==> src/rtl/control_sequencer_pkg.sv <==
`default_nettype none
// ============================================================================
//  Module   : control_sequencer_pkg
//  Purpose  : Shared MiniSRC ISA / ALU definitions for the control sequencer,
//             the datapath and the bench: opcode constants, ALU control codes,
//             instruction field positions, FSM state encoding and the
//             registered control-word layout.
//  Ports    : none (package)
//  Revision : 1.0 - initial release
// ============================================================================
package control_sequencer_pkg;

  localparam int DATA_W = 32;
  localparam int REG_W  = 4;

  // Instruction field positions
  localparam int OP_HI = 31;
  localparam int OP_LO = 27;
  localparam int RA_HI = 26;
  localparam int RA_LO = 23;
  localparam int RB_HI = 22;
  localparam int RB_LO = 19;
  localparam int RC_HI = 18;
  localparam int RC_LO = 15;

  // Opcodes
  localparam logic [4:0] OP_LD   = 5'h00;
  localparam logic [4:0] OP_ST   = 5'h02;
  localparam logic [4:0] OP_ADD  = 5'h03;
  localparam logic [4:0] OP_SUB  = 5'h04;
  localparam logic [4:0] OP_AND  = 5'h05;
  localparam logic [4:0] OP_OR   = 5'h06;
  localparam logic [4:0] OP_SHR  = 5'h07;
  localparam logic [4:0] OP_SHL  = 5'h08;
  localparam logic [4:0] OP_ROR  = 5'h09;
  localparam logic [4:0] OP_ROL  = 5'h0A;
  localparam logic [4:0] OP_ADDI = 5'h0C;
  localparam logic [4:0] OP_ANDI = 5'h0D;
  localparam logic [4:0] OP_ORI  = 5'h0E;
  localparam logic [4:0] OP_NOP  = 5'h1A;
  localparam logic [4:0] OP_HALT = 5'h1B;

  // ALU control codes
  localparam logic [3:0] ALU_ADD = 4'h0;
  localparam logic [3:0] ALU_SUB = 4'h1;
  localparam logic [3:0] ALU_AND = 4'h2;
  localparam logic [3:0] ALU_OR  = 4'h3;
  localparam logic [3:0] ALU_SHR = 4'h4;
  localparam logic [3:0] ALU_SHL = 4'h5;
  localparam logic [3:0] ALU_ROR = 4'h6;
  localparam logic [3:0] ALU_ROL = 4'h7;

  typedef enum logic [2:0] {
    ST_IDLE   = 3'd0,
    ST_FETCH  = 3'd1,
    ST_DECODE = 3'd2,
    ST_EXEC   = 3'd3,
    ST_MEM    = 3'd4,
    ST_WBL    = 3'd5,
    ST_WB     = 3'd6,
    ST_HALT   = 3'd7
  } state_t;

  typedef enum logic [2:0] {
    CLS_ALU_R   = 3'd0,
    CLS_ALU_I   = 3'd1,
    CLS_LD      = 3'd2,
    CLS_ST      = 3'd3,
    CLS_NOP     = 3'd4,
    CLS_HALT    = 3'd5,
    CLS_ILLEGAL = 3'd6
  } instr_class_t;

  // Registered control word; every field is a Moore output of the state.
  typedef struct packed {
    logic             mem_read;
    logic             mem_write;
    logic             pc_en;
    logic             rf_write;
    logic [REG_W-1:0] rf_addr_a;
    logic [REG_W-1:0] rf_addr_b;
    logic [REG_W-1:0] rf_addr_c;
    logic             rwb_en;
    logic             ra_en;
    logic             rb_en;
    logic             rzh_en;
    logic             rzl_en;
    logic [3:0]       alu_ctrl;
    logic             mux_bis;
    logic             mux_wbm;
    logic             mux_map;
    logic [DATA_W-1:0] imm32;
    logic             halted;
    logic             illegal;
  } ctrl_t;

  function automatic logic [4:0] f_op(input logic [DATA_W-1:0] ir);
    return ir[OP_HI:OP_LO];
  endfunction

  function automatic logic [REG_W-1:0] f_ra(input logic [DATA_W-1:0] ir);
    return ir[RA_HI:RA_LO];
  endfunction

  function automatic logic [REG_W-1:0] f_rb(input logic [DATA_W-1:0] ir);
    return ir[RB_HI:RB_LO];
  endfunction

  function automatic logic [REG_W-1:0] f_rc(input logic [DATA_W-1:0] ir);
    return ir[RC_HI:RC_LO];
  endfunction

endpackage
`default_nettype wire

==> src/rtl/control_sequencer_if.sv <==
`default_nettype none
// ============================================================================
//  Module   : control_sequencer_if
//  Purpose  : Memory read/write handshake between the control sequencer and
//             the instruction/data memory.
//  Signals  : iMemData  32  read data (instruction or load data)
//             iMemRdy    1  memory completes the current access this cycle
//             oMemRead   1  read strobe, held until iMemRdy
//             oMemWrite  1  write strobe, held until iMemRdy
//  Modports : master = sequencer side, slave = memory side
//  Revision : 1.0 - initial release
// ============================================================================
interface control_sequencer_if;
  import control_sequencer_pkg::*;

  logic [DATA_W-1:0] iMemData;
  logic              iMemRdy;
  logic              oMemRead;
  logic              oMemWrite;

  modport master (
    input  iMemData,
    input  iMemRdy,
    output oMemRead,
    output oMemWrite
  );

  modport slave (
    output iMemData,
    output iMemRdy,
    input  oMemRead,
    input  oMemWrite
  );
endinterface
`default_nettype wire

==> src/rtl/control_sequencer_instr_decode.sv <==
`default_nettype none
// ============================================================================
//  Module   : instr_decode
//  Purpose  : Combinational map from an instruction word to its class, ALU
//             operation, immediate-operand select, sign-extended immediate and
//             an illegal-opcode flag.
//  Ports    : ir        in  32  instruction word
//             cls       out  3  instruction class
//             alu_ctrl  out  4  ALU operation (ld/st use ADD for addressing)
//             use_imm   out  1  B operand comes from the immediate
//             imm32     out 32  sign-extended C field
//             illegal   out  1  opcode not recognised
//  Revision : 1.0 - initial release
// ============================================================================
module instr_decode
  import control_sequencer_pkg::*;
#(
  parameter int IMM_W = 19
) (
  input  logic [DATA_W-1:0] ir,
  output instr_class_t      cls,
  output logic [3:0]        alu_ctrl,
  output logic              use_imm,
  output logic [DATA_W-1:0] imm32,
  output logic              illegal
);

  assign imm32 = {{(DATA_W-IMM_W){ir[IMM_W-1]}}, ir[IMM_W-1:0]};

  always_comb begin
    cls      = CLS_NOP;
    alu_ctrl = ALU_ADD;
    use_imm  = 1'b0;
    illegal  = 1'b0;
    case (f_op(ir))
      OP_LD:   begin cls = CLS_LD;    use_imm = 1'b1; end
      OP_ST:   begin cls = CLS_ST;    use_imm = 1'b1; end
      OP_ADD:  begin cls = CLS_ALU_R; alu_ctrl = ALU_ADD; end
      OP_SUB:  begin cls = CLS_ALU_R; alu_ctrl = ALU_SUB; end
      OP_AND:  begin cls = CLS_ALU_R; alu_ctrl = ALU_AND; end
      OP_OR:   begin cls = CLS_ALU_R; alu_ctrl = ALU_OR;  end
      OP_SHR:  begin cls = CLS_ALU_R; alu_ctrl = ALU_SHR; end
      OP_SHL:  begin cls = CLS_ALU_R; alu_ctrl = ALU_SHL; end
      OP_ROR:  begin cls = CLS_ALU_R; alu_ctrl = ALU_ROR; end
      OP_ROL:  begin cls = CLS_ALU_R; alu_ctrl = ALU_ROL; end
      OP_ADDI: begin cls = CLS_ALU_I; alu_ctrl = ALU_ADD; use_imm = 1'b1; end
      OP_ANDI: begin cls = CLS_ALU_I; alu_ctrl = ALU_AND; use_imm = 1'b1; end
      OP_ORI:  begin cls = CLS_ALU_I; alu_ctrl = ALU_OR;  use_imm = 1'b1; end
      OP_NOP:  cls = CLS_NOP;
      OP_HALT: cls = CLS_HALT;
      default: begin cls = CLS_ILLEGAL; illegal = 1'b1; end
    endcase
  end

endmodule
`default_nettype wire

==> src/rtl/control_sequencer.sv <==
`default_nettype none
// ============================================================================
//  Module   : control_sequencer
//  Purpose  : Hardwired MiniSRC control unit. Owns the instruction register
//             and steps each instruction through T0..T4 (FETCH, DECODE, EXEC,
//             MEM or WBL, WB), driving the datapath controls as registered
//             Moore outputs, with a memory-ready handshake and wait timeout.
//  Ports    : iClk, nRst            clock / synchronous active-low reset
//             iRun                  leave IDLE and start fetching
//             mem (master)          memory data/ready in, read/write strobes out
//             oPC_*                 PC controls (jmp/loadRA/loadImm tied 0)
//             oRF_*                 register-file write and addresses
//             oR*_en                datapath register enables (oRAS_en tied 0)
//             oALU_Ctrl             ALU operation
//             oMUX_*                datapath mux selects
//             oImm32, oIR           sign-extended immediate, instruction reg
//             oHalted, oFault       halt executed, sticky memory timeout
//             oIllegal              one-cycle pulse on an unknown opcode
//  Revision : 1.0 - initial release
// ============================================================================
module control_sequencer
  import control_sequencer_pkg::*;
#(
  parameter int MEM_TIMEOUT = 255,
  parameter int IMM_W       = 19
) (
  input  logic              iClk,
  input  logic              nRst,
  input  logic              iRun,
  control_sequencer_if.master mem,
  output logic              oPC_en,
  output logic              oPC_jmp,
  output logic              oPC_loadRA,
  output logic              oPC_loadImm,
  output logic              oRF_Write,
  output logic [REG_W-1:0]  oRF_AddrA,
  output logic [REG_W-1:0]  oRF_AddrB,
  output logic [REG_W-1:0]  oRF_AddrC,
  output logic              oRWB_en,
  output logic              oRA_en,
  output logic              oRB_en,
  output logic              oRZH_en,
  output logic              oRZL_en,
  output logic              oRAS_en,
  output logic [3:0]        oALU_Ctrl,
  output logic              oMUX_BIS,
  output logic              oMUX_RZHS,
  output logic              oMUX_WBM,
  output logic              oMUX_WBP,
  output logic              oMUX_MAP,
  output logic              oMUX_ASS,
  output logic [DATA_W-1:0] oImm32,
  output logic [DATA_W-1:0] oIR,
  output logic              oHalted,
  output logic              oFault,
  output logic              oIllegal
);

  // The wait counter only needs to reach MEM_TIMEOUT-1: the cycle that would
  // make it MEM_TIMEOUT is the one that faults instead.
  localparam int              CNT_W      = (MEM_TIMEOUT > 1) ? $clog2(MEM_TIMEOUT) : 1;
  localparam bit              TIMEOUT_EN = (MEM_TIMEOUT > 0);
  localparam logic [CNT_W-1:0] CNT_LAST  = CNT_W'((MEM_TIMEOUT > 0) ? MEM_TIMEOUT - 1 : 0);

  state_t            state, state_next;
  logic [DATA_W-1:0] ir, ir_next;
  logic [CNT_W-1:0]  cnt, cnt_next;
  logic              fault, fault_next;
  logic              mem_wait, timed_out;
  ctrl_t             ctl, ctl_next;

  instr_class_t      dec_cls;
  logic [3:0]        dec_alu;
  logic              dec_use_imm;
  logic [DATA_W-1:0] dec_imm32;
  logic              dec_illegal;

  // IR captures the instruction on the completing fetch cycle only.
  assign ir_next = (state == ST_FETCH && mem.iMemRdy) ? mem.iMemData : ir;

  // Decoding the next IR lets DECODE-phase outputs be registered on the same
  // edge that loads the IR; in every other state ir_next equals ir.
  instr_decode #(
    .IMM_W (IMM_W)
  ) u_instr_decode (
    .ir       (ir_next),
    .cls      (dec_cls),
    .alu_ctrl (dec_alu),
    .use_imm  (dec_use_imm),
    .imm32    (dec_imm32),
    .illegal  (dec_illegal)
  );

  // Next state, wait counter and fault
  always_comb begin
    state_next = state;
    fault_next = fault;
    cnt_next   = '0;
    timed_out  = 1'b0;
    mem_wait   = (state == ST_FETCH || state == ST_MEM) && !mem.iMemRdy;

    if (mem_wait && TIMEOUT_EN) begin
      if (cnt == CNT_LAST) begin
        timed_out = 1'b1;
      end else begin
        cnt_next = cnt + 1'b1;
      end
    end

    unique case (state)
      ST_IDLE: begin
        if (iRun) state_next = ST_FETCH;
      end
      ST_FETCH: begin
        if (mem.iMemRdy) begin
          state_next = ST_DECODE;
        end else if (timed_out) begin
          state_next = ST_HALT;
          fault_next = 1'b1;
        end
      end
      ST_DECODE: begin
        unique case (dec_cls)
          CLS_ALU_R, CLS_ALU_I, CLS_LD, CLS_ST: state_next = ST_EXEC;
          CLS_HALT:                             state_next = ST_HALT;
          default:                              state_next = ST_FETCH;
        endcase
      end
      ST_EXEC: begin
        state_next = (dec_cls == CLS_LD || dec_cls == CLS_ST) ? ST_MEM : ST_WBL;
      end
      ST_MEM: begin
        if (mem.iMemRdy) begin
          state_next = (dec_cls == CLS_LD) ? ST_WB : ST_FETCH;
        end else if (timed_out) begin
          state_next = ST_HALT;
          fault_next = 1'b1;
        end
      end
      ST_WBL:  state_next = ST_WB;
      ST_WB:   state_next = ST_FETCH;
      ST_HALT: state_next = ST_HALT;
      default: state_next = ST_IDLE;
    endcase
  end

  // Control word for the state being entered
  always_comb begin
    ctl_next = '0;
    unique case (state_next)
      ST_FETCH: begin
        ctl_next.mem_read = 1'b1;
        ctl_next.mux_map  = 1'b1;
      end
      ST_DECODE: begin
        // DECODE is only ever entered from a completed fetch.
        ctl_next.pc_en     = 1'b1;
        ctl_next.rf_addr_a = f_rb(ir_next);
        ctl_next.rf_addr_b = f_rc(ir_next);
        ctl_next.ra_en     = 1'b1;
        ctl_next.rb_en     = 1'b1;
        ctl_next.mux_bis   = dec_use_imm;
        ctl_next.imm32     = dec_imm32;
        ctl_next.illegal   = dec_illegal;
      end
      ST_EXEC: begin
        ctl_next.alu_ctrl = dec_alu;
        ctl_next.rzh_en   = 1'b1;
        ctl_next.rzl_en   = 1'b1;
      end
      ST_MEM: begin
        if (dec_cls == CLS_LD) begin
          ctl_next.mem_read = 1'b1;
          ctl_next.mux_wbm  = 1'b1;
        end else begin
          ctl_next.rf_addr_b = f_ra(ir_next);
          ctl_next.mem_write = 1'b1;
        end
      end
      ST_WBL: ctl_next.rwb_en = 1'b1;
      ST_WB: begin
        ctl_next.rf_addr_c = f_ra(ir_next);
        ctl_next.rf_write  = 1'b1;
      end
      ST_HALT: ctl_next.halted = 1'b1;
      default: ctl_next = '0;
    endcase
  end

  always_ff @(posedge iClk) begin
    if (!nRst) begin
      state <= ST_IDLE;
      ir    <= '0;
      cnt   <= '0;
      fault <= 1'b0;
      ctl   <= '0;
    end else begin
      state <= state_next;
      ir    <= ir_next;
      cnt   <= cnt_next;
      fault <= fault_next;
      ctl   <= ctl_next;
    end
  end

  assign mem.oMemRead  = ctl.mem_read;
  assign mem.oMemWrite = ctl.mem_write;

  assign oPC_en      = ctl.pc_en;
  assign oPC_jmp     = 1'b0;
  assign oPC_loadRA  = 1'b0;
  assign oPC_loadImm = 1'b0;
  assign oRF_Write   = ctl.rf_write;
  assign oRF_AddrA   = ctl.rf_addr_a;
  assign oRF_AddrB   = ctl.rf_addr_b;
  assign oRF_AddrC   = ctl.rf_addr_c;
  // Load data is only valid on the ready cycle, so the write-back register
  // capture for ld is qualified by iMemRdy directly (mux_wbm marks ld-MEM).
  assign oRWB_en     = ctl.rwb_en | (ctl.mux_wbm & mem.iMemRdy);
  assign oRA_en      = ctl.ra_en;
  assign oRB_en      = ctl.rb_en;
  assign oRZH_en     = ctl.rzh_en;
  assign oRZL_en     = ctl.rzl_en;
  assign oRAS_en     = 1'b0;
  assign oALU_Ctrl   = ctl.alu_ctrl;
  assign oMUX_BIS    = ctl.mux_bis;
  assign oMUX_RZHS   = 1'b0;
  assign oMUX_WBM    = ctl.mux_wbm;
  assign oMUX_WBP    = 1'b0;
  assign oMUX_MAP    = ctl.mux_map;
  assign oMUX_ASS    = 1'b0;
  assign oImm32      = ctl.imm32;
  assign oIR         = ir;
  assign oHalted     = ctl.halted;
  assign oFault      = fault;
  assign oIllegal    = ctl.illegal;

endmodule
`default_nettype wire

==> src/flat_wrapper.sv <==
// flat-port wrapper written by rule: the top's interface ports become plain ports
module control_sequencer_flat import control_sequencer_pkg::*;
#(
  parameter int MEM_TIMEOUT = 255,
  parameter int IMM_W       = 19
)
  (iClk, nRst, iRun, oPC_en, oPC_jmp, oPC_loadRA, oPC_loadImm, oRF_Write, oRF_AddrA, oRF_AddrB, oRF_AddrC, oRWB_en, oRA_en, oRB_en, oRZH_en, oRZL_en, oRAS_en, oALU_Ctrl, oMUX_BIS, oMUX_RZHS, oMUX_WBM, oMUX_WBP, oMUX_MAP, oMUX_ASS, oImm32, oIR, oHalted, oFault, oIllegal, mem_iMemData, mem_iMemRdy, mem_oMemRead, mem_oMemWrite);
  control_sequencer_if mem_i ();
  input  logic iClk;
  input  logic nRst;
  input  logic iRun;
  output logic oPC_en;
  output logic oPC_jmp;
  output logic oPC_loadRA;
  output logic oPC_loadImm;
  output logic oRF_Write;
  output logic [REG_W-1:0] oRF_AddrA;
  output logic [REG_W-1:0] oRF_AddrB;
  output logic [REG_W-1:0] oRF_AddrC;
  output logic oRWB_en;
  output logic oRA_en;
  output logic oRB_en;
  output logic oRZH_en;
  output logic oRZL_en;
  output logic oRAS_en;
  output logic [3:0] oALU_Ctrl;
  output logic oMUX_BIS;
  output logic oMUX_RZHS;
  output logic oMUX_WBM;
  output logic oMUX_WBP;
  output logic oMUX_MAP;
  output logic oMUX_ASS;
  output logic [DATA_W-1:0] oImm32;
  output logic [DATA_W-1:0] oIR;
  output logic oHalted;
  output logic oFault;
  output logic oIllegal;
  input wire logic [$bits(mem_i.iMemData)-1:0] mem_iMemData;
  input wire logic [$bits(mem_i.iMemRdy)-1:0] mem_iMemRdy;
  output wire logic [$bits(mem_i.oMemRead)-1:0] mem_oMemRead;
  output wire logic [$bits(mem_i.oMemWrite)-1:0] mem_oMemWrite;
  assign mem_i.iMemData = mem_iMemData;
  assign mem_i.iMemRdy = mem_iMemRdy;
  assign mem_oMemRead = mem_i.oMemRead;
  assign mem_oMemWrite = mem_i.oMemWrite;
  control_sequencer #(.MEM_TIMEOUT(MEM_TIMEOUT), .IMM_W(IMM_W)) u_core (.iClk(iClk), .nRst(nRst), .iRun(iRun), .mem(mem_i), .oPC_en(oPC_en), .oPC_jmp(oPC_jmp), .oPC_loadRA(oPC_loadRA), .oPC_loadImm(oPC_loadImm), .oRF_Write(oRF_Write), .oRF_AddrA(oRF_AddrA), .oRF_AddrB(oRF_AddrB), .oRF_AddrC(oRF_AddrC), .oRWB_en(oRWB_en), .oRA_en(oRA_en), .oRB_en(oRB_en), .oRZH_en(oRZH_en), .oRZL_en(oRZL_en), .oRAS_en(oRAS_en), .oALU_Ctrl(oALU_Ctrl), .oMUX_BIS(oMUX_BIS), .oMUX_RZHS(oMUX_RZHS), .oMUX_WBM(oMUX_WBM), .oMUX_WBP(oMUX_WBP), .oMUX_MAP(oMUX_MAP), .oMUX_ASS(oMUX_ASS), .oImm32(oImm32), .oIR(oIR), .oHalted(oHalted), .oFault(oFault), .oIllegal(oIllegal));
endmodule
==> config.mk <==
export PLATFORM = sky130hd
export DESIGN_NAME = control_sequencer_flat
export DESIGN_NICKNAME = d
export VERILOG_FILES = /design/src/rtl/control_sequencer_pkg.sv /design/src/rtl/control_sequencer_if.sv /design/src/rtl/control_sequencer_instr_decode.sv /design/src/rtl/control_sequencer.sv /design/src/flat_wrapper.sv
export SDC_FILE = /design/constraint.sdc
export NUM_CORES = 1
export LEC_CHECK = 0
export ABC_CLOCK_PERIOD_IN_PS = 2180
export BUFFER_PORTS_ARGS = -buffer_cell sky130_fd_sc_hd__buf_2
export CORE_ASPECT_RATIO = 1.2
export CORE_MARGIN = 4
export CORE_UTILIZATION = 50
export DETAILED_ROUTE_END_ITERATION = 6
export GPL_TIMING_DRIVEN = 0
export PLACE_DENSITY = 0.8
export SLEW_MARGIN = 20
export SYNTH_ARGS = -nofsm -noshare
export SYNTH_HDL_FRONTEND = slang
export SYNTH_SLANG_ARGS = --single-unit
==> constraint.sdc <==
create_clock -name iClk -period 2.18 [get_ports iClk]
set_input_delay 0.327 -clock iClk [delete_from_list [all_inputs] [get_ports iClk]]
set_output_delay 0.327 -clock iClk [all_outputs]
set_load 0.005 [all_outputs]
**After elaboration in Yosys (flattened, before gate mapping)**

Cells that the tools add are included.

- $add $sub $neg: 1
- Equal/unequal tests: 33
- Mux-type cells: 27
- Bitwise gates (word level): 5
- Reduce and logical (&&, ||, !) cells: 22

Operators by type and width:

| cell | number |
|---|---|
| $mux 32 | 1 |
| $eq 5x4->1 const B | 6 |
| $eq 3x3->1 const B | 9 |
| $pmux 3 s8 | 1 |
| $pmux 3 s7 | 1 |
| $eq 5x3->1 const B | 4 |
| $eq 3x2->1 const B | 6 |
| $pmux 3 s6 | 1 |
| $mux 3 | 5 |
| $reduce_or 15->1 | 1 |
| $mux 1 | 12 |
| $eq 5x2->1 const B | 2 |
| $eq 5x5->1 const B | 2 |
| $eq 3x1->1 const B | 3 |
| $add 8x1->8 const B | 1 |
| $eq 8x8->1 const B | 1 |
| $pmux 4 s2 | 1 |
| $reduce_and 2->1 | 4 |
| $reduce_or 8->1 | 1 |
| $logic_not 3->1 | 2 |
| $mux 6 | 1 |
| $pmux 3 s2 | 1 |
| $reduce_or 2->1 | 3 |
| $reduce_or 3->1 | 2 |
| 13 further kinds | 17 |

- Flip-flop bits (word level): 93
- Bits of input ports: 36
- Output and inout bits: 102
- Word-level logic and storage cells: 111

**Logic depth before layout (Yosys ltp)**

Gate-level depths: netlist of the first run.

- Depth after elaboration: 12
- Mapped depth: 9
- Depth with buffers taken out: 8

**By module**

Synthesis of the first run repeated with hierarchy kept, for this count alone.

- Cells, all modules: 447
- Area total of the unflattened synthesis: 4476.8 µm²

By module, submodules not included:

| module | instances | cells each | area each (µm²) | seq. area each (µm²) |
|---|---|---|---|---|
| control_sequencer | 1 | 380 | 4016.4 | 2062.0 |
| instr_decode | 1 | 67 | 460.4 | 0.0 |

**Worst setup path after synthesis of the first run**

No wires, ideal clock.

- Path kind: reg-to-reg
- Start point: reg u_core.state[2]
- End point: reg u_core.ctl (netlist bit u_core.oALU_Ctrl[2])
- Setup time: 0.126 ns
- Arrival: 1.852 ns
- Required time: 2.054 ns
- Slack: 0.202 ns
- Stages on the path, launching flop included: 8
- Path buffers: 1
- Clock period less this slack: 1.978 ns
- Path through: dfxtp_1 -> buf_2 -> and4bb_4 -> mux2i_1 -> or2_1 -> nor2_1 -> a221oi_1 -> nor4_2

- Longest elaborated chain between the ends: 12
- Elaborated cells on any way between the ends: 51
- Classes of those cells: 26 x eq/ne; 12 x mux; 13 x reduce/logical

RTL lines:

| item | RTL line | text |
|---|---|---|
| from (decl) | control_sequencer.sv:65 | `state_t state, state_next;` |
| from (signal assigned) | control_sequencer.sv:198 | `state <= state_next;` |
| $eq 3x1->1 | control_sequencer.sv:79, control_sequencer.sv:100, control_sequencer.sv:110 |  |
| $logic_and 1x1->1 | control_sequencer.sv:79 | `assign ir_next = (state == ST_FETCH && mem.iMemRdy) ? mem.iMemData : ir;` |
| $mux 32 | control_sequencer.sv:79 |  |
| $eq 5x4->1, or another cell as far along | control_sequencer_instr_decode.sv:35 | `case (f_op(ir))` |
| $reduce_or 8->1 (no source line) or $reduce_or 3->1 (tied branches) | n/a |  |
| $pmux 3 s6 | control_sequencer_instr_decode.sv:35 |  |
| $eq 3x1->1, or another cell as far along | control_sequencer.sv:123 | `unique case (dec_cls)` |
| $reduce_or 4->1, or another cell as far along | control_sequencer.sv:123 |  |
| $pmux 3 s2, or another cell as far along | control_sequencer.sv:123 |  |
| $pmux 3 s8 | control_sequencer.sv:110 | `unique case (state)` |
| $eq 3x2->1 | control_sequencer.sv:150 | `unique case (state_next)` |
| $reduce_and 2->1 (no source line) | n/a |  |
| to (signal assigned) | control_sequencer.sv:202 | `ctl <= ctl_next;` |
| to (decl) | control_sequencer.sv:70 | `ctrl_t ctl, ctl_next;` |

Parallel ways exist; a longest one is shown, timed or not.
A chain may end at the register's enable or synchronous reset.

**Final worst setup path of the first run**

Same ends and word-level chain as after synthesis.

==> flow_summary.ini, run 1 <==
[routing]
vias = 3345
ant_nets = 0
wirelength_mm = 9.46
drt_first_iter_violations = 198
vias_per_cell = 4.96
drt-pass1-iter-count = 4
drc = 0
wl_per_cell_um = 14.0

[yosys]
synth_top_area_share_pct = 45.5
ys.flop_type = dfxtp_1
syn_inst = 431
netlist_area_mm2 = 0.00392
synth.most_common_cell = dfxtp_1
seq_area_frac_synth_pct = 45.5
synth_edf_count = 0
syn_avg_cell_area_um2 = 9.09
yosysUniqueCellTypes = 55
yosys_warnings = 0
synth_common_cells = 89 x dfxtp_1, 63 x nand2_1, 58 x buf_4, 26 x nor2_1, 25 x a21boi_0
synth_top_cell_by_area = dfxtp_1
synthArstFlopShare_pct = 0
ys_top_cells_by_area = dfxtp_1 45%, buf_4 11%, nand2_1 6.0%
ys_seq_elements = 89

[placement]
post_dp_cell_area_mm2 = 0.00469
io_buffers = 126
dp_hpwl_mm = 7.22
place.gp.congestion = 0.993

[flow_run]
max_cap_violations = 0

[global_route]
grt_pass1_wl_mm = 14.7
antenna_found_initial = 1
grt_use_total_pct = 20.4
grt_pass1_vias = 3052
overflow = 0
grt_max_degree = 17

[timing]
max_freq_mhz = 469
skew_ns = 0.0134
fin_crit_ns = 2.13
finalCritPeriodShare_pct = 97.7
finalHoldViolCount = 0
worst_pin_slew_ns = 0.525
grt_setup_unrepaired = yes
maxSlewViolCount = 0
max_slew_margin_pct = 65.0
setup_violations = 0

[worst_setup_path]
r2r_start = u_core.state[2]$_SDFF_PN0_
reg2reg_slack_ns = 0.05
timing.rr.end = u_core.oALU_Ctrl[2]$_SDFF_PN0_
cp.required_ns = 2.41
crit_path_start_kind = flip-flop
reg2reg_depth = 7
end_kind = flip-flop
crit_fanout = 9
path_class = reg2reg
cp_data_arrival_time_ns = 2.36

[layout]
layout.nets = 615
final_util_pct = 65.3
stdcell_area_mm2 = 0.00501
drive_above_1_share_pct = 40.9
diodes = 0
area_growth_syn_to_layout_pct = 27.8
nFillCells = 662

[outcome]
status = finished clean

[clock_tree]
cts_htree_levels = 3
cts_num_sinks = 89
numCtsBuffers = 9
clock_latency_ns = 0.36
clk_transition_reported_paths_ns = 0.09
clk_path_buf_depth = 2
cts_tree = yes
root_buffer = clkbuf_8

[hold_path]
min_path_type = in2reg
hp-start = mem_iMemData[7]
holdPathStages = 2
hold_end = u_core.oImm32[7]$_SDFF_PN0_

[die]
die_y_um = 105
die_w_um = 88.8
coreArea_mm2 = 0.00766
fp-row-count = 35
io_pins = 138
initial_core_util_pct = 51.1
die_area_mm2 = 0.00932

[pwr]
cellLeakagePower_nw = 2.51
power_density_mw_per_mm2 = 723
max-vdd-ir-drop_mv = 0.410
-- registers in the layout, indices dropped and copies added, names as in the netlist, 3 cells and up --
name              flops
u_core.oImm32        19
u_core.oIR           32
u_core.cnt            8
u_core.oRF_AddrA      4
u_core.state          3
u_core.oRF_AddrB      4
u_core.oRF_AddrC      4
u_core.oALU_Ctrl      3
-- placed cells by master, fill, tap and decap left out, types with 3 or more instances in the layout --
cell      synthesis  final
buf_2             3    129
dfxtp_1          89     87
nand2_1          63     63
buf_4            58     61
nor2_1           26     26
a21boi_0         25     25
and3_1           24     24
clkbuf_1         19     15
nor2b_1          12     12
nor3_1           10     10
clkbuf_8          0      9
conb_1            1      8
nand3_1           7      7
a21oi_1           9      7
inv_1             6      6
o21ai_0           6      6
mux2i_1           7      5
o21bai_1          4      4
xnor2_1           4      4
nand2b_1          3      3
clkbuf_2          0      3
xor2_1            3      3
and2_1            3      3
-- what timing repair did --
action                                  4_1_cts  5_1_grt
pin swaps                                     0        6
cloned                                        0        0
setup buffers                                 0        4
hold buffers                                  0        0
resized for setup                             7       15
endpoints found under the setup margin       40       36
-- logic make-up (layout without fill, tap and decap cells) --
logic type	after synthesis	in the layout	synth area share, %
fa+ha+maj	2	2	0.639
simple gates	172	172	23.5
xor+xnor	7	7	1.57
other cells	1	8	0.0958
mux	8	8	2.36
buf+inv	89	233	14.4
flops	89	89	45.5
compound gates	63	63	12.0
-- per-layer routing --
layer | track usage (%) | vias up | share of wire [%] | wire length [um]
met5 | 0 | - | 0.16 | 15
met1 | 24.2 | 1534 | 39 | 3710
met2 | 34.7 | 117 | 51 | 4860
met4 | 7.34 | 2 | 2.1 | 203
li1 | - | 1673 | - | -
met3 | 5.21 | 19 | 7.1 | 668
-- power by group --
| part | switching, mW | internal (mW) |
|---|---|---|
| logic | 0.382 | 0.330 |
| clock network | 0.602 | 0.537 |
| registers | 0.0553 | 1.71 |
-- through the flow --
stage                     std cells  setup WS [ns]  TNS [ns]  hold slack, ns  power [mW]
final                           674         0.0491         0           0.200        3.62
after global placement          656         -0.161     -3.61           0.441        2.44
after floorplan                 438          0.202         0           0.430        2.22
after detailed placement        656         -0.231     -5.98           0.455        2.46
after global routing            674        -0.0686    -0.115           0.200        3.77
after CTS                       671        0.00652         0           0.194        3.59
-- worst max path at each step --
stage / start / endpoint / slack [ns] / depth (start not counted)
floorplan: u_core.state[2]$_SDFF_PN0_ / u_core.oALU_Ctrl[2]$_SDFF_PN0_ / 0.20 / 7
global placement: u_core.state[2]$_SDFF_PN0_ / u_core.mem.oMemRead$_SDFF_PN0_ / -0.16 / 7
detailed placement: u_core.state[1]$_SDFF_PN0_ / u_core.oIR[16]$_SDFF_PN0_ / -0.23 / 7
CTS: u_core.state[2]$_SDFF_PN0_ / u_core.oALU_Ctrl[2]$_SDFF_PN0_ / 0.007 / 7
global route: u_core.state[2]$_SDFF_PN0_ / u_core.oALU_Ctrl[2]$_SDFF_PN0_ / -0.07 / 9
finish: u_core.state[2]$_SDFF_PN0_ / u_core.oALU_Ctrl[2]$_SDFF_PN0_ / 0.05 / 7
-- final cells by class --
type	count	area, um^2	area share [%]
Buffer	80	537	10.7
Sequential cell	89	1780	35.6
Tap cell	92	115	2.30
Inverter	7	26.3	0.525
Multi-Input combinational cell	260	1670	33.4
Clock inverter	7	76.3	1.52
Timing Repair Buffer	130	673	13.4
Clock buffer	9	124	2.47
-- worst max-delay path: stages, from the launching register on --
cell and delay, ns:
dfxtp_1 0.30, buf_2 0.16, and4bb_4 0.38, mux2i_2 0.40
or2_1 0.26, nor2_1 0.06, a221oi_1 0.37, nor4_2 0.08
(Power assumes the default switching activity.)
==> run 2, diff against run 1 <==
--- a/config.mk
+++ b/config.mk
@@ -9,10 +9,11 @@
 export BUFFER_PORTS_ARGS = -buffer_cell sky130_fd_sc_hd__buf_2
 export CORE_ASPECT_RATIO = 1.2
 export CORE_MARGIN = 4
-export CORE_UTILIZATION = 50
+export CORE_UTILIZATION = 40
 export DETAILED_ROUTE_END_ITERATION = 6
+export GPL_ROUTABILITY_DRIVEN = 0
 export GPL_TIMING_DRIVEN = 0
-export PLACE_DENSITY = 0.8
+export PLACE_DENSITY = 0.66
 export SLEW_MARGIN = 20
 export SYNTH_ARGS = -nofsm -noshare
 export SYNTH_HDL_FRONTEND = slang
==> run 2 against run 1 <==
Compared with the run above:
- clock skew fell by 0.0096 ns
- clock power rose by 33%
- critical path depth rose by 2
- utilization fell by 12 points
- critical path type unchanged
- largest power group unchanged
==> flow_summary.ini, run 2 (synthesis gave the netlist of run 1 again) <==
[outcome]
status = finished clean

[timing]
finalHoldViolCount = 0
setup_slack_ns = 0.0378
grt_setup_unrepaired = yes
setup_violations = 0
skew_ns = 0.00381
maxSlewViolCount = 0
max_freq_mhz = 467
fin_crit_ns = 2.14
finalCritPeriodShare_pct = 98.3
max_slew_margin_pct = 66.0
worst_pin_slew_ns = 0.510

[die]
initial_core_util_pct = 40.9
fp-row-count = 39
io_pins = 138
die_w_um = 98.3
die_area_mm2 = 0.0114
die_y_um = 116
coreArea_mm2 = 0.00956

[layout]
stdcell_area_mm2 = 0.00511
diodes = 0
layout.nets = 614
largest_reg_flops = 32
fin_cells = 703
drive_above_1_share_pct = 39.8
final_util_pct = 53.4
area_growth_syn_to_layout_pct = 30.4
most-common-layout-cells = 129 x buf_2, 89 x dfxtp_1, 63 x nand2_1
mostFrequentLayoutCell = buf_2

[placement]
dp_cells = 687
io_buffers = 126
dp_slack_ns = -0.289
post_dp_cell_area_mm2 = 0.00473
dp_hpwl_mm = 7.38

[clock_tree]
cts_tree = yes
root_buffer = clkbuf_16
clk_transition_reported_paths_ns = 0.06
cts_num_sinks = 89
clk_path_buf_depth = 2
hold_buffers = 0
clock_latency_ns = 0.33
cts_htree_levels = 3
numCtsBuffers = 9

[worst_setup_path]
r2r_start = u_core.state[2]$_SDFF_PN0_
cp-startpoint = u_core.state[2]$_SDFF_PN0_
cp_data_arrival_time_ns = 2.39
crit_path_start_kind = flip-flop
end_kind = flip-flop
crit_fanout = 10
path_class = reg2reg
reg2reg_slack_ns = 0.04
cp.required_ns = 2.43

[routing]
drt_first_iter_violations = 155
wirelength_mm = 9.65
wl_met3_um = 662
wl_met2_mm = 4.80
wl_met1_mm = 3.95
drc = 0
drt-pass1-iter-count = 4
vias = 3320
ant_nets = 0
highest_layer = met4
vias_per_cell = 4.72
wl_per_cell_um = 13.7

[global_route]
grt_max_degree = 15
grt_pass1_vias = 3150
overflow = 0
antenna_found_initial = 0
grt_pass1_wl_mm = 15.3
grt_use_total_pct = 16.7

[flow_run]
max_cap_violations = 0

[hold_path]
min_path_type = in2reg
hp-start = mem_iMemData[3]

[pwr]
cellLeakagePower_nw = 2.55
max-vdd-ir-drop_mv = 0.553
power_density_mw_per_mm2 = 781
[run 2: cell types whose count changed in the layout (fill, tap and decap cells not counted), moves of 2 or more]
cell and delta:
clkbuf_2 +2, buf_4 -2, clkbuf_8 -7, inv_6 -2, dfxtp_1 +2, clkbuf_16 +9
nor4b_1 +2, nor4b_2 -2, dfxtp_2 -2, clkinvlp_4 -2
[run 2: critical path, stage by stage, from the launching register on]
cell and delay (ns):
dfxtp_1 0.29, buf_2 0.16, and4bb_4 0.40, buf_6 0.16, nor4b_1 0.07, o211ai_2 0.23
nand2_1 0.08, o31a_1 0.25, buf_4 0.16, nor4_2 0.24
[run 2: routing by layer]
metal	global-route usage, %	up-vias
met3	5.26	20
met1	18.9	1525
li1	-	1668
met4	7.01	0
met5	0	-
met2	29.3	107
[run 2: through the flow]
step	hold WS, ns	power (mW)	TNS [ns]
after detailed placement	0.450	2.46	-6.24
after CTS	0.216	4.00	0
final	0.227	3.99	0
after global placement	0.442	2.45	-4.56
after global routing	0.217	4.17	-0.695
after floorplan	0.430	2.22	0
[run 2: where the power goes]
part / switching (mW) / internal, mW / total, mW
sequential: 0.0497 / 1.71 / 1.76
combinational: 0.382 / 0.325 / 0.707
clock: 0.580 / 0.940 / 1.52
[run 2: path summary, 6_finish.rpt]
kind | to | cells after the start
setup / recovery | u_core.oALU_Ctrl[2]$_SDFF_PN0_ | 9
hold / removal | u_core.oImm32[3]$_SDFF_PN0_ | 2
setup reg to reg | u_core.oALU_Ctrl[2]$_SDFF_PN0_ | 9
hold reg to reg | u_core.cnt[0]$_SDFF_PP0_ | 1
[run 2: final cells by class]
type | instances | area (um^2)
fillers | 927 | 4460
flip-flops and latches | 89 | 1780
multi-input cells | 260 | 1650
repair buffers | 128 | 658
plain buffers | 81 | 539
clock buffers | 12 | 256
well taps | 123 | 154
clock inverters | 3 | 40.0
inverters | 7 | 26.3
[run 2: repair_timing]
| item | 4_1_cts | 5_1_grt |
|---|---|---|
| gates cloned | 0 | 0 |
| setup endpoints to repair | 41 | 39 |
| pin swaps | 0 | 2 |
| gates resized for setup | 7 | 10 |
| endpoints found under the hold margin | 0 | 0 |
| buffers inserted | 0 | 2 |
==> run 3, diff against run 2 <==
--- a/config.mk
+++ b/config.mk
@@ -5,7 +5,7 @@
 export SDC_FILE = /design/constraint.sdc
 export NUM_CORES = 1
 export LEC_CHECK = 0
-export ABC_CLOCK_PERIOD_IN_PS = 2180
+export ABC_CLOCK_PERIOD_IN_PS = 1940
 export BUFFER_PORTS_ARGS = -buffer_cell sky130_fd_sc_hd__buf_2
 export CORE_ASPECT_RATIO = 1.2
 export CORE_MARGIN = 4
@@ -13,8 +13,9 @@
 export DETAILED_ROUTE_END_ITERATION = 6
 export GPL_ROUTABILITY_DRIVEN = 0
 export GPL_TIMING_DRIVEN = 0
-export PLACE_DENSITY = 0.66
+export PLACE_DENSITY = 0.67
 export SLEW_MARGIN = 20
 export SYNTH_ARGS = -nofsm -noshare
 export SYNTH_HDL_FRONTEND = slang
+export SYNTH_HIERARCHICAL = 1
 export SYNTH_SLANG_ARGS = --single-unit
==> constraint.sdc (replaced) <==
create_clock -name iClk -period 1.94 [get_ports iClk]
set_input_delay 0.291 -clock iClk [delete_from_list [all_inputs] [get_ports iClk]]
set_output_delay 0.291 -clock iClk [all_outputs]
set_load 0.005 [all_outputs]
==> run 3 against run 2 <==
Compared with the run above:
- the flow now finishes with violations (negative setup slack)
- clock power increased by 18%
- critical endpoint is now u_core/oImm32[10]$_SDFF_PN0_
- combinational power increased by 67%
- critical path type unchanged
- clock-buffer cell count decreased by 1
==> flow_summary.ini, run 3 <==
[outcome]
status = complete, but fails checks
violations = negative setup slack

[timing]
maxSlewViolCount = 0
holdWs_ns = 0.173
fin_crit_ns = 3.68
setup_slack_ns = -1.74
finalCritPeriodShare_pct = 189
max_freq_mhz = 272
skew_ns = 0.00771
finalHoldViolCount = 0
max_slew_margin_pct = 45.1
setup_violations = 61
worst_pin_slew_ns = 0.821
grt_setup_unrepaired = yes

[routing]
vias_per_cell = 4.50
wl_per_cell_um = 13.6
drc = 0
drt_first_iter_violations = 126
drt-pass1-iter-count = 4
wirelength_mm = 10.3
vias = 3403
ant_nets = 0

[pwr]
power_mw = 5.21
power_density_mw_per_mm2 = 848
cellLeakagePower_nw = 3.12
max-vdd-ir-drop_mv = 0.391

[layout]
drive_above_1_share_pct = 55.4
most-common-layout-cells = 130 x buf_2, 115 x buf_4, 100 x dfxtp_1
fin_cells = 757
area_growth_syn_to_layout_pct = 37.2
layout.nets = 658
diodes = 0
mostFrequentLayoutCell = buf_2

[yosys]
yosys_warnings = 6
synthArstFlopShare_pct = 0
ys.flop_type = dfxtp_1
yosysUniqueCellTypes = 55
synth_top_cell_by_area = dfxtp_1
syn_avg_cell_area_um2 = 10.0
synth.most_common_cell = dfxtp_1
ys_top_cells_by_area = dfxtp_1 46%, buf_4 15%, and2_1 10%
syn_inst = 447
seq_area_frac_synth_pct = 46.1
synth_edf_count = 0
netlist_area_mm2 = 0.00448
synth_top_area_share_pct = 46.1
ys_seq_elements = 103
synth_common_cells = 103 x dfxtp_1, 91 x buf_4, 73 x and2_1, 29 x mux2_2, 17 x nor2_1

[placement]
io_buffers = 130
dp_cells = 715
dp_hpwl_mm = 7.24

[die]
die_y_um = 124
die_w_um = 105
io_pins = 138
coreArea_mm2 = 0.0110
die_area_mm2 = 0.0130
initial_core_util_pct = 40.8
fp-row-count = 42

[global_route]
grt_use_total_pct = 15.0
grt_pass1_wl_mm = 15.3
grt_max_degree = 17
overflow = 0
grt_pass1_vias = 3169
antenna_found_initial = 0

[worst_setup_path]
cp_num_buf_inv = 8
cp.required_ns = 2.23
cp_data_arrival_time_ns = 3.96
path_class = reg2reg
max_stage_delay_ns = 0.54
end_kind = flip-flop
cp_top_family = simple AND/OR/NAND/NOR gates
crit_path_start_kind = flip-flop
path_cells = buf_8 -> and3b_1 -> clkbuf_8 -> clkbuf_16 -> mux2_4 -> buf_6 -> buf_6 -> mux2_4 -> o22a_1 -> or3b_4 -> and3_4 -> o211ai_1 -> or4_4 -> inv_4 -> buf_6 -> buf_6 -> and2_4
crit_top_cell = buf_6
path_depth = 17
reg2reg_depth = 17
worst_path_max_delay_cell = or4_4
crit_fanout = 6

[flow_run]
max_cap_violations = 0

[hold_path]
holdPathStages = 2
min_path_type = in2reg

[clock_tree]
numCtsBuffers = 9
hold_buffers = 0
cts_htree_levels = 3
cts_num_sinks = 103
clock_latency_ns = 0.34
root_buffer = clkbuf_16
clk_transition_reported_paths_ns = 0.07
clk_path_buf_depth = 2
cts_tree = yes
## run 3: changes by cell type in the layout (fill, tap and decap cells not counted), sizes merged, moves of 14 or more
| cell | before | now |
|---|---|---|
| buf | 191 | 258 |
| and2 | 3 | 73 |
| mux2 | 0 | 30 |
| and3 | 24 | 3 |
| nand2 | 63 | 9 |
| a21boi | 25 | 0 |
| dfxtp | 89 | 103 |
## run 3: repair_timing
| item | CTS | global route |
|---|---|---|
| endpoints found under the setup margin | 71 | 61 |
| buffers inserted | 24 | 4 |
| pin swaps | 8 | 8 |
| gates cloned | 2 | 0 |
| hold endpoints to repair | 0 | 0 |
| gates resized for setup | 20 | 36 |
## run 3: routing by layer
layer  global-route usage [%]  routed length (um)  vias to the layer above
met5                        0                   0                        -
met4                     7.22                 270                        0
met3                     3.42                 532                       21
met2                     25.8                5210                       97
met1                     17.8                4270                     1577
li1                         -                   -                     1708
## run 3: final cells by class
type | count | area (um^2)
repair buffers | 160 | 898
clock inverters | 5 | 57.6
multi-input cells | 229 | 1810
fillers | 976 | 4840
well taps | 132 | 165
inverters | 10 | 40.0
flip-flops and latches | 103 | 2070
plain buffers | 107 | 855
clock buffers | 11 | 243
## run 3: logic make-up after synthesis
| group | count (synthesis) | synth area share, % |
|---|---|---|
| other | 2 | 0.168 |
| and+or+nand+nor | 149 | 20.1 |
| DFF | 103 | 46.1 |
| AOI/OAI and AO/OA | 27 | 4.44 |
| buffers and inverters | 121 | 18.3 |
| muxes | 35 | 8.75 |
| xor gates and xnor gates | 8 | 1.57 |
| adders and majority gates | 2 | 0.559 |
## run 3: worst paths after layout
| check | startpoint | to | slack (ns) |
|---|---|---|---|
| worst max-delay path | u_core/state[2]$_SDFF_PN0_ | u_core/oImm32[10]$_SDFF_PN0_ | -1.74 |
| worst min-delay path | mem_iMemData[22] | u_core/oRF_AddrA[3]$_SDFF_PN0_ | 0.17 |
| worst max register to register | u_core/state[2]$_SDFF_PN0_ | u_core/oImm32[10]$_SDFF_PN0_ | -1.74 |
| worst min register to register | u_core/cnt[0]$_SDFF_PP0_ | u_core/cnt[0]$_SDFF_PP0_ | 0.48 |
## run 3: report_power, final
group / switching (mW) / internal [mW] / leakage, nW / total (mW)
Clock: 0.766 / 1.04 / 0.149 / 1.80
Combinational: 0.525 / 0.652 / 2.13 / 1.18
Sequential: 0.0356 / 2.20 / 0.834 / 2.23
## run 3: metrics by stage
stage | utilization, % | area [um^2] | setup TNS [ns] | setup WS (ns)
6_report | 55.9 | 6140 | -98.38 | -1.74
5_1_grt | 55.9 | 6140 | -105.03 | -1.83
4_1_cts | 54.3 | 5960 | -97.24 | -1.70
3_5_place_dp | 49.2 | 5400 | -120.88 | -2.13
3_3_place_gp | 49.2 | 5400 | -117.75 | -2.08
2_1_floorplan | - | 4590 | -88.43 | -1.61
## run 3: worst reg2reg max path, stage by stage (launching register included)
cell and delay, ns:
dfxtp_2 0.33, buf_8 0.12, and3b_1 0.22, clkbuf_8 0.15, clkbuf_16 0.14, mux2_4 0.31
buf_6 0.13, buf_6 0.11, mux2_4 0.25, o22a_1 0.20, or3b_4 0.32, and3_4 0.22
o211ai_1 0.11, or4_4 0.54, inv_4 0.10, buf_6 0.12, buf_6 0.11, and2_4 0.12
